$ cat src/rtl/periph_mutex_pkg.sv
// rtl/periph_mutex_pkg.sv - shared types, word-format constants and op-word classifier for periph_mutex_n
package periph_mutex_pkg;

  typedef enum logic {IDLE, LOCKED} state_e;
  typedef enum logic [1:0] {W_IDLE, W_START, W_STOP, W_DATA} word_class_e;

  localparam logic [3:0]  CMD_PREFIX  = 4'hF;
  localparam logic [3:0]  START_PAD   = 4'h0;
  localparam logic [7:0]  STOP_SUFFIX = 8'hFF;
  localparam logic [15:0] IDLE_WORD   = 16'h0000;
  localparam logic [7:0]  IRQ_SEQ_DEF = 8'd78;

  // A tagged word with a zero priority nibble is not a start; it falls through to data.
  function automatic word_class_e classify(input logic [15:0] w, input logic [3:0] tag);
    if (w == IDLE_WORD) return W_IDLE;
    if (w[15:12] == CMD_PREFIX && w[11:8] == tag) begin
      if (w[7:0] == STOP_SUFFIX) return W_STOP;
      if (w[7:4] == START_PAD && w[3:0] != 4'h0) return W_START;
    end
    return W_DATA;
  endfunction

endpackage

$ cat src/rtl/periph_mutex_n_prio_sel.sv
// rtl/periph_mutex_n_prio_sel.sv - combinational N-way max-priority selector, ties resolved from i_ptr upward
import periph_mutex_pkg::*;

module mutex_prio_sel #(
  parameter int NODES = 4,
  parameter int IDX_W = 2
) (
  input  logic [NODES-1:0]   i_req,
  input  logic [NODES*4-1:0] i_prio,
  input  logic [IDX_W-1:0]   i_ptr,
  output logic               o_valid,
  output logic [IDX_W-1:0]   o_idx
);

  logic       w_found;
  logic [3:0] w_best;
  int         w_j;

  // Scanning in rotation order with a strict compare keeps the first max seen.
  always_comb begin
    w_found = 1'b0;
    w_best  = 4'h0;
    w_j     = 0;
    o_idx   = '0;
    for (int i = 0; i < NODES; i++) begin
      w_j = (int'(i_ptr) + i) % NODES;
      if (i_req[w_j] && (!w_found || i_prio[w_j*4 +: 4] > w_best)) begin
        w_found = 1'b1;
        w_best  = i_prio[w_j*4 +: 4];
        o_idx   = IDX_W'(w_j);
      end
    end
    o_valid = w_found;
  end

endmodule

$ cat src/rtl/periph_mutex_n.sv
// rtl/periph_mutex_n.sv - N-node peripheral mutex with IRQ lock and idle timeout; MUTEX_RR_EN enables round-robin ties
import periph_mutex_pkg::*;

module periph_mutex_n #(
  parameter int              NODES       = 4,
  parameter int              OP_W        = 16,
  parameter int              DATA_W      = 8,
  parameter logic [3:0]      TAG         = 4'b1011,
  parameter logic [DATA_W-1:0] IRQ_SEQ   = DATA_W'(IRQ_SEQ_DEF),
  parameter int              TIMEOUT_CYC = 1024,
  localparam int             IDX_W       = $clog2(NODES)
) (
  input  logic                  CLK,
  input  logic                  RST,
  input  logic [NODES*OP_W-1:0] in_op,
  input  logic [DATA_W-1:0]     in_peripheral,
  input  logic                  in_irq_valid,
  input  logic [IDX_W-1:0]      in_irq_node,
  output logic [DATA_W-1:0]     out_peripheral,
  output logic [8+DATA_W-1:0]   out_node,
  output logic                  active,
  output logic [IDX_W-1:0]      owner,
  output logic [NODES-1:0]      out_irq,
  output logic                  timeout_evt
);

  localparam int CNT_W = (TIMEOUT_CYC < 2) ? 1 : $clog2(TIMEOUT_CYC);

  state_e              r_state,  w_state_nxt;
  logic [IDX_W-1:0]    r_owner,  w_owner_nxt;
  logic [DATA_W-1:0]   r_per,    w_per_nxt;
  logic [8+DATA_W-1:0] r_node,   w_node_nxt;
  logic [NODES-1:0]    r_irq,    w_irq_nxt;
  logic                r_to,     w_to_nxt;
  logic [CNT_W-1:0]    r_cnt,    w_cnt_nxt;

  logic [NODES-1:0]    w_req;
  logic [NODES*4-1:0]  w_prio;
  logic [IDX_W-1:0]    w_ptr;
  logic                w_sel_valid;
  logic [IDX_W-1:0]    w_sel_idx;
  logic                w_grant;
  logic [OP_W-1:0]     w_own_word;
  word_class_e         w_own_class;
  logic [7:0]          w_oh8;
  logic                w_irq_ok;

  for (genvar k = 0; k < NODES; k++) begin : g_node
    assign w_req[k]          = (classify(in_op[k*OP_W +: OP_W], TAG) == W_START);
    assign w_prio[k*4 +: 4]  = in_op[k*OP_W +: 4];
  end

  mutex_prio_sel #(.NODES(NODES), .IDX_W(IDX_W)) u_sel (
    .i_req   (w_req),
    .i_prio  (w_prio),
    .i_ptr   (w_ptr),
    .o_valid (w_sel_valid),
    .o_idx   (w_sel_idx)
  );

  assign w_own_word  = in_op[r_owner*OP_W +: OP_W];
  assign w_own_class = classify(w_own_word, TAG);
  assign w_oh8       = 8'd1 << r_owner;
  assign w_irq_ok    = ({1'b0, in_irq_node} < (IDX_W+1)'(NODES));

  always_ff @(posedge CLK) begin
    if (RST) begin
      r_state <= IDLE;
      r_owner <= '0;
      r_per   <= '0;
      r_node  <= '0;
      r_irq   <= '0;
      r_to    <= 1'b0;
      r_cnt   <= '0;
    end else begin
      r_state <= w_state_nxt;
      r_owner <= w_owner_nxt;
      r_per   <= w_per_nxt;
      r_node  <= w_node_nxt;
      r_irq   <= w_irq_nxt;
      r_to    <= w_to_nxt;
      r_cnt   <= w_cnt_nxt;
    end
  end

  always_comb begin
    w_state_nxt = r_state;
    w_owner_nxt = r_owner;
    w_per_nxt   = r_per;
    w_node_nxt  = r_node;
    w_irq_nxt   = '0;
    w_to_nxt    = 1'b0;
    w_cnt_nxt   = r_cnt;
    w_grant     = 1'b0;
    case (r_state)
      IDLE: begin
        w_per_nxt   = '0;
        w_node_nxt  = '0;
        w_owner_nxt = '0;
        w_cnt_nxt   = '0;
        if (in_irq_valid && w_irq_ok) begin
          w_grant     = 1'b1;
          w_owner_nxt = in_irq_node;
        end else if (w_sel_valid) begin
          w_grant     = 1'b1;
          w_owner_nxt = w_sel_idx;
        end
        if (w_grant) w_state_nxt = LOCKED;
      end
      LOCKED: begin
        case (w_own_class)
          W_DATA: begin
            w_per_nxt          = w_own_word[DATA_W-1:0];
            w_node_nxt         = {w_oh8, in_peripheral};
            w_irq_nxt[r_owner] = (in_peripheral == IRQ_SEQ);
            w_cnt_nxt          = '0;
          end
          W_IDLE: begin
            if (TIMEOUT_CYC != 0 && r_cnt == CNT_W'(TIMEOUT_CYC - 1)) begin
              w_state_nxt = IDLE;
              w_owner_nxt = '0;
              w_per_nxt   = '0;
              w_node_nxt  = '0;
              w_cnt_nxt   = '0;
              w_to_nxt    = 1'b1;
            end else if (r_cnt != '1) begin
              w_cnt_nxt = r_cnt + 1'b1;
            end
          end
          W_START: begin
            w_per_nxt  = '0;
            w_node_nxt = '0;
            w_cnt_nxt  = '0;
          end
          default: begin
            w_state_nxt = IDLE;
            w_owner_nxt = '0;
            w_per_nxt   = '0;
            w_node_nxt  = '0;
            w_cnt_nxt   = '0;
          end
        endcase
      end
      default: w_state_nxt = IDLE;
    endcase
  end

`ifdef MUTEX_RR_EN
  logic [IDX_W-1:0] r_rr_ptr;

  always_ff @(posedge CLK) begin
    if (RST) begin
      r_rr_ptr <= '0;
    end else if (w_grant) begin
      r_rr_ptr <= (w_owner_nxt == IDX_W'(NODES - 1)) ? '0 : w_owner_nxt + 1'b1;
    end
  end

  assign w_ptr = r_rr_ptr;
`else
  assign w_ptr = '0;
`endif

  assign out_peripheral = r_per;
  assign out_node       = r_node;
  assign active         = (r_state == LOCKED);
  assign owner          = r_owner;
  assign out_irq        = r_irq;
  assign timeout_evt    = r_to;

endmodule

$ cat config.mk
export PLATFORM = sky130hd
export DESIGN_NAME = periph_mutex_n
export DESIGN_NICKNAME = d
export VERILOG_FILES = /design/src/rtl/periph_mutex_pkg.sv /design/src/rtl/periph_mutex_n_prio_sel.sv /design/src/rtl/periph_mutex_n.sv
export SDC_FILE = /design/constraint.sdc
export NUM_CORES = 1
export LEC_CHECK = 0
export CAP_MARGIN = 40
export CORE_ASPECT_RATIO = 2
export CORE_MARGIN = 2
export CORE_UTILIZATION = 41
export CTS_CLUSTER_DIAMETER = 50
export DETAILED_ROUTE_END_ITERATION = 10
export PLACE_DENSITY = 0.76
export SLEW_MARGIN = 20
export SYNTH_ARGS = -nofsm -noshare
export SYNTH_HDL_FRONTEND = slang
export SYNTH_SLANG_ARGS = --single-unit
$ cat constraint.sdc
create_clock -name CLK -period 12 [get_ports CLK]
set_input_delay 1.2 -clock CLK [delete_from_list [all_inputs] [get_ports CLK]]
set_output_delay 1.2 -clock CLK [all_outputs]
set_load 0.02 [all_outputs]
==> results.yml, run 1 <==
status:
  status: "finished clean"
cts:
  hold_buffers: 0
  cts_sinks: 38
  numCtsBuffers: 5
  htreeDepth: 2
  cts_tree: "done"
  cts_root_buffer: "clkbuf_16"
  post_cts_buffers: 0
  clk_pin_slew_ns: 0.06
  clk_latency_ns: 0.28
  cts_max_path_buffers: 2
  cts_resized: 0
route:
  drt-total-wl_mm: 7.81
  drt_first_pass_iters: 4
  vias: 2486
  drtAntennaViolNets: 0
  via_per_inst: 6.02
  wl_per_cell_um: 18.9
  drt_first_iter_violations: 106
  drcViolationCount: 0
critical_path:
  crit_path_max_fanout: 8
  start_kind: "primary input"
  end_kind: "register"
  required_ns: 12.18
  rr_endpoint: "out_node[6]"
  criticalPathCategory: "in -> reg"
  reg2reg_slack_ns: 8.74
  arrival_ns: 6.55
  r2r-start: "owner[0]"
  rr_worst_depth: 7
sta:
  relSlewSlack_pct: 51.8
  fin_crit_sh_pct: 53.1
  hold_viol: 0
  tns_ns: 0
  worstMarginPinSlew_ns: 0.716
  grt_setup_unrepaired: "false"
  finalMaxSlewViolations: 0
  skew_ns: 0.00592
  setup_violations: 0
  period_needed_ns: 6.37
  max_freq_mhz: 157
  whs_ns: 0.447
power:
  vdd_drop_max_mv: 0.0566
  p_per_area_mw_per_mm2: 92.5
  p_leak_nw: 1.34
finish:
  multi_input_area_sq_mm: 0.00161
  drive_gt1_share_pct: 14.3
  register_area_sq_um: 761
  fin_area_sq_mm: 0.00372
  fillers: 485
  syn_to_final_growth_pct: 47.5
  diodes: 0
  mostFrequentLayoutCells: "clkdlybuf4s50_1 (104), dfxtp_1 (38), nor2_1 (23)"
  final_net_count: 439
  final_common_cell: "clkdlybuf4s50_1"
job:
  maxCapViolations: 0
synthesis:
  synth-seq-area-share_pct: 30.2
  syn_area_per_cell_sq_um: 10.3
  ys_warn_count: 0
  synth_area_sq_mm: 0.00252
  ys_ff_latch: 38
  synth_cells: 245
  synth-edff-count: 0
  synth_async_sr_flop_share_pct: 0
  synth_ff_type: "dfxtp_1"
  ys_types: 54
min_path:
  hold-path-endpoint: "out_node[11]"
  min_path_cells: 2
  holdCritPathClass: "reg -> reg"
  hp-start: "out_node[11]"
placement:
  portBuffers: 104
  gp_congestion: 0.980
  dpl_cell_area_sq_mm: 0.00357
  dpl.hpwl_mm: 6.49
global_route:
  grt_overflow: 0
  track_usage_pct: 24.2
  first_global_vias: 2724
  grt_max_degree: 21
  grt_pass1_wl_mm: 12.5
  antenna_found_initial: 0
floorplan:
  die_w_um: 59.4
  start_util_pct: 42.3
  rows: 40
  die_y_um: 115
  io_pins: 109
  placeableCoreArea_sq_mm: 0.00596
  die_area_sq_mm: 0.00683
[per-stage QoR]
stage | setup WS, ns | utilization (%) | power, mW | std cells
final | 5.63 | 62.4 | 0.344 | 413
after global routing | 5.20 | 62.4 | 0.358 | 413
after CTS | 5.63 | 62.4 | 0.347 | 413
after detailed placement | 5.32 | 59.9 | 0.214 | 405
after global placement | 5.53 | 59.6 | 0.213 | 404
after floorplan | 6.15 | - | 0.171 | 248
[sequential cells by signal, summed over array words and instances, names as in the netlist]
name and cells:
timeout_evt 1, out_node 12, out_peripheral 8, r_cnt 10, active 1, out_irq 4, owner 2
[Yosys cell counts, types with 2 or more instances]
cell | number | share of area (%)
nor2b_1 | 2 | 0.50
mux4_2 | 13 | 12
xor2_1 | 3 | 1.0
a21o_1 | 4 | 1.2
inv_1 | 13 | 1.9
nand3b_1 | 2 | 0.60
nand2_1 | 8 | 1.2
buf_2 | 2 | 0.40
a21oi_1 | 6 | 1.2
and2_1 | 2 | 0.50
nor2_1 | 23 | 3.4
nand2b_1 | 2 | 0.50
nand3_1 | 7 | 1.4
nor4_1 | 11 | 2.7
mux4_1 | 3 | 3.1
a22o_1 | 9 | 3.1
nand4_1 | 7 | 1.7
xnor2_1 | 5 | 1.7
and3_1 | 2 | 0.50
buf_6 | 6 | 2.7
nand4b_1 | 5 | 1.7
o22ai_1 | 5 | 1.2
a22o_2 | 8 | 3.2
or2_2 | 2 | 0.50
or4_1 | 5 | 1.5
and4_1 | 2 | 0.70
mux2_2 | 5 | 2.2
a32o_1 | 3 | 1.2
ha_1 | 13 | 6.5
o211ai_1 | 2 | 0.60
dfxtp_1 | 38 | 30
a21boi_0 | 2 | 0.60
buf_4 | 4 | 1.2
[power by group]
group | switching (mW) | total, mW | internal, mW
Sequential | 0.00333 | 0.133 | 0.130
Clock | 0.0492 | 0.131 | 0.0821
Combinational | 0.0327 | 0.0789 | 0.0462
Total | 0.0852 | 0.344 | 0.258
[worst max-delay path, cell delays in order]
cell and delay (ns):
clkdlybuf4s50_1 0.41, or4_1 0.57, nor4_4 0.45, nand2_1 0.14, ha_1 0.30, nor2b_1 0.13, o211ai_1 0.15, a21oi_1 0.08
o21ai_1 0.36, mux2_2 0.41, ha_1 0.30, nand3_1 0.12, o22ai_1 0.09, o22ai_1 0.18, a21o_1 0.29, nor2_1 0.08
a21o_1 0.16, ha_1 0.27, nor2b_1 0.13, o211ai_1 0.15, a21oi_1 0.10, o21ai_0 0.15, nand3b_1 0.09, a32o_1 0.25
[logic make-up after synthesis]
kind of cell | synth area share [%]
xor+xnor | 2.78
simple gates | 23.5
flops | 30.2
mux | 17.0
fa+ha+maj | 6.45
buf+inv | 6.21
compound gates | 13.7
other cells | 0.149
[metal layers]
metal,GRT usage [%],vias up,part of all wire (%),wire length (um)
li1,-,1155,-,-
met1,21.6,1154,32,2490
met2,47.0,140,57,4440
met3,2.92,37,5.3,415
met4,15.9,0,6.0,470
met5,0,-,0,0
[how the worst max path moves through the flow]
stage	startpoint	endpoint	slack (ns)	depth (start not counted)
after CTS	in_op[5]	owner[1]	5.63	24
final	in_op[5]	owner[1]	5.63	24
after detailed placement	in_op[5]	owner[1]	5.32	24
after global routing	in_op[5]	owner[1]	5.20	24
after floorplan	in_op[5]	owner[1]	6.15	21
after global placement	in_op[5]	owner[1]	5.53	24
[layout make-up]
cell class	instances	area share (%)
clock buffers	6	3.74
clock inverters	2	0.337
inverters	13	1.31
multi-input cells	185	43.4
flip-flops and latches	38	20.5
well taps	63	2.12
repair buffers	106	28.6
(Power assumes the default switching activity.)
==> run 2, diff against run 1 <==
--- a/config.mk
+++ b/config.mk
@@ -8,7 +8,7 @@
 export CAP_MARGIN = 40
 export CORE_ASPECT_RATIO = 2
 export CORE_MARGIN = 2
-export CORE_UTILIZATION = 41
+export CORE_UTILIZATION = 39
 export CTS_CLUSTER_DIAMETER = 50
 export DETAILED_ROUTE_END_ITERATION = 10
 export PLACE_DENSITY = 0.76
==> constraint.sdc (replaced) <==
create_clock -name CLK -period 5.3 [get_ports CLK]
set_input_delay 0.53 -clock CLK [delete_from_list [all_inputs] [get_ports CLK]]
set_output_delay 0.53 -clock CLK [all_outputs]
set_load 0.02 [all_outputs]
==> results.yml, run 2 (synthesized netlist as in run 1, its figures left out) <==
sta:
  max_freq_mhz: 198
  tns_ns: 0
  period_needed_ns: 5.05
  skew_ns: 0.00389
  setup_violations: 0
  worstMarginPinSlew_ns: 0.702
  finalMaxSlewViolations: 0
  relSlewSlack_pct: 53.0
  fin_crit_sh_pct: 95.4
  whs_ns: 0.453
  hold_viol: 0
route:
  drt_first_pass_iters: 5
  drtAntennaViolNets: 0
  drt_first_iter_violations: 98
  drcViolationCount: 0
  drt-total-wl_mm: 7.94
  wl_per_cell_um: 17.6
  via_per_inst: 5.69
  vias: 2562
finish:
  largest_reg_flops: 12
  syn_to_final_growth_pct: 58.7
  drive_gt1_share_pct: 22.5
  mostFrequentLayoutCells: "clkdlybuf4s50_1 (92), dfxtp_1 (38), nor2_1 (22)"
  fillers: 514
  final_common_cell: "clkdlybuf4s50_1"
  diodes: 0
  final_net_count: 453
cts:
  numCtsBuffers: 5
  cts_root_buffer: "clkbuf_16"
  clk_pin_slew_ns: 0.05
  cts_tree: "done"
  cts_max_path_buffers: 2
  htreeDepth: 2
  cts_sinks: 38
  hold_buffers: 0
  clk_latency_ns: 0.28
min_path:
  holdCritPathClass: "reg -> reg"
placement:
  portBuffers: 104
  dpl.hpwl_mm: 6.36
  gp_congestion: 0.937
critical_path:
  required_ns: 5.47
  start_kind: "primary input"
  criticalPathCategory: "in -> reg"
  crit_path_max_fanout: 6
  end_kind: "register"
  arrival_ns: 5.23
global_route:
  grt_pass1_wl_mm: 12.0
  grt_max_degree: 21
  track_usage_pct: 22.3
  antenna_found_initial: 0
  grt_overflow: 0
  first_global_vias: 2629
floorplan:
  start_util_pct: 40.3
  die_y_um: 118
  die_area_sq_mm: 0.00716
  io_pins: 109
  placeableCoreArea_sq_mm: 0.00626
  rows: 41
  die_w_um: 60.8
power:
  p_leak_nw: 1.53
  vdd_drop_max_mv: 0.133
  p_per_area_mw_per_mm2: 204
job:
  maxCapViolations: 0
status:
  status: "finished clean"
-- run 2: changes by cell type in the layout (fill, tap and decap cells not counted), sizes merged --
cell and change:
clkdlybuf4s50 -12, clkbuf +3, bufinv +1, dlymetal6s2s +9, clkinvlp -1, clkinv -1, buf +15
-- run 2: metrics by stage --
step / utilization [%] / instances / setup WS (ns) / area [sq um] / power (mW)
floorplan: - / 248 / 0.123 / 2530 / 0.388
global placement: 58.3 / 436 / -0.266 / 3650 / 0.482
detailed placement: 58.3 / 436 / -0.420 / 3650 / 0.485
CTS: 60.9 / 444 / 0.0146 / 3810 / 0.815
global route: 63.9 / 450 / -0.0992 / 4000 / 0.848
finish: 63.9 / 450 / 0.245 / 4000 / 0.816
-- run 2: area by class of cell --
cell class,count,area [sq um],area share (%)
flip-flops and latches,38,761,19.0
clock buffers,7,133,3.32
repair buffers,120,1180,29.5
clock inverters,1,30.0,0.751
inverters,13,48.8,1.22
well taps,86,108,2.69
multi-input cells,185,1740,43.5
-- run 2: power breakdown --
part	switching, mW	internal [mW]	total [mW]
Clock	0.107	0.222	0.329
Combinational	0.0773	0.107	0.184
Sequential	0.00754	0.295	0.302
-- run 2: worst paths after layout --
path | startpoint | endpoint | slack, ns | depth (start not counted)
worst max-delay path | in_op[0] | owner[1] | 0.25 | 24
worst min-delay path | out_node[11] | out_node[11] | 0.45 | 2
worst max register to register | owner[0] | out_node[1] | 2.09 | 7
worst min register to register | out_node[11] | out_node[11] | 0.45 | 2
-- run 2: layer usage --
| layer | wire length, um | part of all wire [%] | up-vias | global-route usage [%] |
|---|---|---|---|---|
| li1 | - | - | 1180 | - |
| met4 | 508 | 6.4 | 0 | 14.9 |
| met1 | 2590 | 33 | 1208 | 20.9 |
| met3 | 456 | 5.7 | 35 | 3.19 |
| met2 | 4380 | 55 | 139 | 40.7 |
| met5 | 0 | 0 | - | 0 |
-- run 2: repair_timing --
item	CTS	global route
gates resized for setup	0	39
endpoints found under the setup margin	2	2
hold endpoints to repair	0	0
pin swaps	1	20
setup buffers	0	6
-- run 2: worst max-delay path, cell delays in order --
cell and delay, ns:
clkdlybuf4s50_1 0.52, nor4_2 0.08, nor4_4 0.36, nand2_1 0.15, ha_1 0.33, nor2b_1 0.13, o211ai_1 0.20, a21oi_2 0.08
o21ai_1 0.13, buf_4 0.17, mux2_4 0.33, ha_4 0.28, inv_1 0.05, o22ai_2 0.18, o22ai_2 0.09, a21o_1 0.24
a21o_1 0.18, ha_1 0.29, nor2b_1 0.13, o211ai_1 0.19, a21oi_2 0.10, o21ai_1 0.13, nand3b_1 0.08, a32o_1 0.25
==> RTL change 1 (settings of run 2) <==
The parameter `TIMEOUT_CYC` goes from 1024 to 2048.
--- a/src/rtl/periph_mutex_n.sv
+++ b/src/rtl/periph_mutex_n.sv
@@ -7,7 +7,7 @@
   parameter int              DATA_W      = 8,
   parameter logic [3:0]      TAG         = 4'b1011,
   parameter logic [DATA_W-1:0] IRQ_SEQ   = DATA_W'(IRQ_SEQ_DEF),
-  parameter int              TIMEOUT_CYC = 1024,
+  parameter int              TIMEOUT_CYC = 2048,
   localparam int             IDX_W       = $clog2(NODES)
 ) (
   input  logic                  CLK,
Behaviour: no difference found for any inputs over 10 cycles, from zero or initial values and one cycle with RST high; that may be too few to reach the edited logic, so the function may still have changed.
==> RTL change 1 against run 2 <==
Maximum frequency decreased by 0.14%; die area about the same; setup slack worse by 0.0069 ns; wire length is 2.8% higher; synthesized area about the same; final cell count grew 1.1%; critical path depth grew 3; sequential cell count is 1 higher; final area rose by 0.59%; clock power decreased by 13%; power shrank 4.4%; largest power group is now sequential cells; highest routed layer unchanged.
==> RTL change 1: results (changes against run 2) <==
** Outcome
- Result of the run :: completed

** Global routing
- The via count of the first global-routing pass is 2758 (+4.9%).
- The global routing met1 resource utilization was 21.8% (+0.89 points).
- The global-route wire length before repair was 12.7 mm (+5.7%).
- Total global routing track utilization :: 23.7% (+1.4 points)
- The global routing usage on met3 came to 3.52% (+0.33 points).
- Global routing met2 resource utilization :: 42.9% (+2.3 points)

** Drt
- The average wire length per cell after detail routing is 17.9 um (+1.7%).
- The first-iteration detailed-routing DRC count is 58 (-41%).
- In this run the top signal layer used is met4.
- The detail-routed via count per cell came to 5.73 (+0.64%).
- The length of routed met3 wiring was 413 um (-9.4%).
- Number of detailed-route iterations in the first pass :: 4 (-1)
- Routed length on met1 :: 2.56 mm (-1.2%)
- The detailed-routed wire length on met2 is 4.64 mm (+6.0%).

** Timing
- Worst relative slew slack :: 39.2% (-14 points)
- Final-layout worst hold slack :: 0.460 ns (+0.00720 ns)
- The setup skew after layout was 0.00284 ns (-0.00105 ns).

** Hold path
- Beginning of the worst hold path :: r_cnt[0]
- The path with the worst hold slack has its endpoint at r_cnt[0].
- Cell count of the worst hold path :: 1 (-1)

** Worst setup path
- Worst-case register-to-register setup slack :: 1.99 ns (-0.10 ns)
- Maximum fanout count along the critical path :: 7 (+1)
- The critical path's largest stage delay was 0.50 ns (-0.02 ns).
- For this design, the slowest cell found on the critical path is clkdlybuf4s50_1.

** Yosys
- In the post-synthesis netlist, the biggest area contributors are dfxtp_1, mux4_2, ha_1, a22o_1, mux4_1.
- Ranked by instance count, the synthesized netlist is headed by dfxtp_1, nor2_1, a22o_1.
- Fraction of the yosys area taken by sequential cells :: 31.0% (+0.76 points)
- Unique cell type count in the Yosys netlist :: 49 (-9.3%)

** Place
- The setup slack at placement was -0.398 ns (+0.0221 ns).
- The HPWL after detailed placement came to 6.60 mm (+3.9%).
- The weighted congestion reported at the end of routability-driven placement came to 0.960 (+2.4%).
- The post-place instance area was 0.00371 mm2 (+1.7%).

** Finish
- Nets :: 458 (+1.1%)
- The core occupancy in the finished layout came to 64.3% (+0.38 points).
- Fraction of final layout cells sized beyond drive strength 1 :: 17.1% (-5.5 points)
- The fill cell instance count of the final layout was 547 (+6.4%).

** Pwr
- The worst vdd rail ir drop was 0.000125 V (-5.9%).
- Leakage power total :: 0.00151 uW (-1.5%)
==> RTL change 1: cell families after synthesis <==
group / synth area share [%]
simple gates: 21.6
compound gates: 14.7
flops: 31.0
buf+inv: 5.75
mux: 17.3
fa+ha+maj: 6.45
xor+xnor: 3.13
other cells: 0.149
==> RTL change 1: what timing repair did <==
action,in CTS,in global routing
setup endpoints to repair,2,2
pin swaps,11,12
resized for setup,9,24
setup buffers,2,1
==> RTL change 1: how the worst max path moves through the flow <==
stage	end	slack [ns]
after CTS	owner[0]	0.01
final	owner[0]	0.24
after floorplan	owner[1]	0.04
after detailed placement	owner[0]	-0.40
after global routing	owner[0]	-0.01
after global placement	owner[1]	-0.29
==> RTL change 1: worst reg2reg max path, cell delays in order, from the launching register on <==
cell     delay, ns
dfxtp_1       0.55
buf_4         0.35
mux4_1        0.65
nor4_1        0.33
and4_1        0.47
nand2_4       0.12
a41oi_4       0.53
a22o_1        0.24
==> RTL change 1: power by group <==
| group | internal, uW | leakage, uW | switching (uW) |
|---|---|---|---|
| Combinational | 107 | 0.00112 | 78.5 |
| Clock | 174 | 0.0000679 | 112 |
| Sequential | 302 | 0.000316 | 7.21 |
| Total | 583 | 0.00151 | 197 |
==> RTL change 1: cell type report <==
cell class / instances / area share [%]
Tap cell: 86 / 2.67
Timing Repair Buffer: 122 / 30.0
Sequential cell: 39 / 19.4
Inverter: 14 / 1.31
Clock inverter: 1 / 0.124
Multi-Input combinational cell: 186 / 43.2
Clock buffer: 7 / 3.30
==> RTL change 1: stage by stage <==
| stage | cells | power [uW] |
|---|---|---|
| detailed placement | 444 | 493 |
| floorplan | 251 | 393 |
| global route | 455 | 808 |
| global placement | 443 | 490 |
| CTS | 454 | 782 |
| finish | 455 | 780 |
==> RTL change 2 (flow settings as in run 2) <==
Without the edit above. Register the output `owner` once more, cleared by the reset; this adds one clock of latency there. The other outputs are not delayed to match.
--- a/src/rtl/periph_mutex_n.sv
+++ b/src/rtl/periph_mutex_n.sv
@@ -164,7 +164,13 @@
   assign out_peripheral = r_per;
   assign out_node       = r_node;
   assign active         = (r_state == LOCKED);
-  assign owner          = r_owner;
+  always_ff @(posedge CLK) begin
+    if (RST) begin
+      owner <= '0;
+    end else begin
+      owner <= r_owner;
+    end
+  end
   assign out_irq        = r_irq;
   assign timeout_evt    = r_to;
 
Behaviour: not the same (a bounded check fails within 4 cycles, from zero or initial values and one cycle with RST high).
==> RTL change 2 against run 2 <==
Power is 5.0% higher; wire length increased by 14%; non-clock buffer count increased by 29; setup slack lost 0.23 ns; final area increased by 9.6%; sequential cell count grew 2; synthesized area rose by 0.40%; die area up 0.37%; critical path depth down 2; critical endpoint is now r_owner[1]; largest cell class unchanged.
==> RTL change 2: results (changes against run 2) <==
** Finish
- Multi-input combinational cell count :: 189 (+2.2%)
- The proportion of cell area occupied by registers was 18.3% (-0.76 points).
- The clock tree buffer count of the final layout is 5 (-2).
- The number of flip-flops and latches is 40 (+5.3%).
- Non-clock buffer count :: 149 (+24%)
- The number of ordinary inverters in the final layout was 10 (-3).
- Combined area of the multi-input logic cells :: 0.00186 mm2 (+6.8%)
- Fill cells :: 473 (-8.0%)
- Nets :: 485 (+7.1%)
- The area share of buffers outside the clock network is 32.2% (+2.7 points).
- Fraction of area in clock buffers and inverters :: 3.82% (-0.24 points)

** Worst setup path
- In this run the critical register-to-register path is captured at out_peripheral[0].
- Worst-case register-to-register setup slack :: 2.43 ns (+0.34 ns)
- Startpoint of the worst-slack reg-to-reg timing path :: r_owner[0]
- Worst setup path endpoint :: r_owner[1]
- The maximum fanout along the worst path came to 4 (-2).

** Pwr
- Leakage power total :: 0.00168 uW (+9.6%)
- Max IR drop VDD :: 0.000114 V (-14%)

** Drt
- Routed length on met1 :: 2.88 mm (+11%)
- The total number of vias was 2709 (+5.7%).
- Met2 Wirelength :: 5.13 mm (+17%)
- The post-detailed-routing wire length came to 9.06 mm (+14%).
- Initial DRC count :: 75 (-23%)
- Met3 routed WL :: 363 um (-20%)
- Number of detailed-route iterations in the first pass :: 4 (-1)

** Yosys
- Prevailing post-synth register cell :: dfxtp_1
- After synthesis, the cell types taking the most area are dfxtp_1, mux4_2, ha_1, a22o_1, nand4_1.
- Leading post-synthesis cells by instance count :: dfxtp_1, nand2_1, a22o_1
- The multiplexer share of the synthesized area was 18.0% (+0.97 points).
- The compound-cell area share of the yosys netlist came to 11.6% (-2.1 points).
- The fraction of synthesized cell area in xor and xnor cells came to 2.77% (-0.011 points).
- Fraction of the yosys area taken by sequential cells :: 31.7% (+1.5 points)
- The number of distinct library cell variants in the gate-level netlist after synthesis was 49 (-9.3%).
- The arithmetic-cell share of the synthesized area counting full adders, half adders and majority gates was 6.43% (-0.026 points).

** Timing
- The minimum period implied by the final worst setup slack is 5.28 ns (+0.227 ns).
- The setup skew after layout came to 0.00605 ns (+0.00216 ns).
- The final worst hold slack came to 0.454 ns (+0.000579 ns).
- The max-slew headroom at the worst pin came to 42.7% (-10 points).

** Hold path
- The startpoint identified for the worst hold timing path is out_node[11].
- The tightest min-delay check is of the reg2reg type.
- The hold path depth is 2 (unchanged).

** Place
- GPL Wtd Cong :: 0.902 (-3.7%)
- The setup slack at placement is -0.621 ns (-0.200 ns).
- PortBufs :: 104 (unchanged)

** Global routing
- The met2 usage in global routing came to 47.2% (+6.5 points).
- Global routing met3 resource utilization :: 4.29% (+1.1 points)
- The maximum number of pins on one net before global-route repair is 24 (+14%).
- The global-route wire length before repair came to 14.1 mm (+18%).
- Total global routing track utilization :: 26.6% (+4.4 points)
- The via count of the first global-routing pass was 2982 (+13%).
- GR met1 Demand/Resource :: 25.3% (+4.4 points)

** Outcome
- The run finished with clean final reports.
-- RTL change 2: stage by stage --
| stage | area, um2 | std cells | util, % |
|---|---|---|---|
| 2_1_floorplan | 2570 | 251 | - |
| 5_1_grt | 4390 | 482 | 69.5 |
| 4_1_cts | 4260 | 477 | 67.6 |
| 3_5_place_dp | 3780 | 445 | 60.0 |
| 6_report | 4390 | 482 | 69.5 |
| 3_3_place_gp | 3740 | 443 | 59.3 |
-- RTL change 2: where the power goes --
group | switching, uW | leakage, uW | internal (uW) | total (uW)
Clock | 123 | 0.0000798 | 221 | 344
Combinational | 81.8 | 0.00127 | 116 | 198
Sequential | 6.05 | 0.000325 | 309 | 315
Total | 211 | 0.00168 | 646 | 857
-- RTL change 2: what timing repair did --
action | CTS | global route
setup endpoints to repair | 2 | 2
buffers inserted | 24 | 7
pin swaps | 23 | 26
resized for setup | 38 | 21
hold buffers | 0 | 0
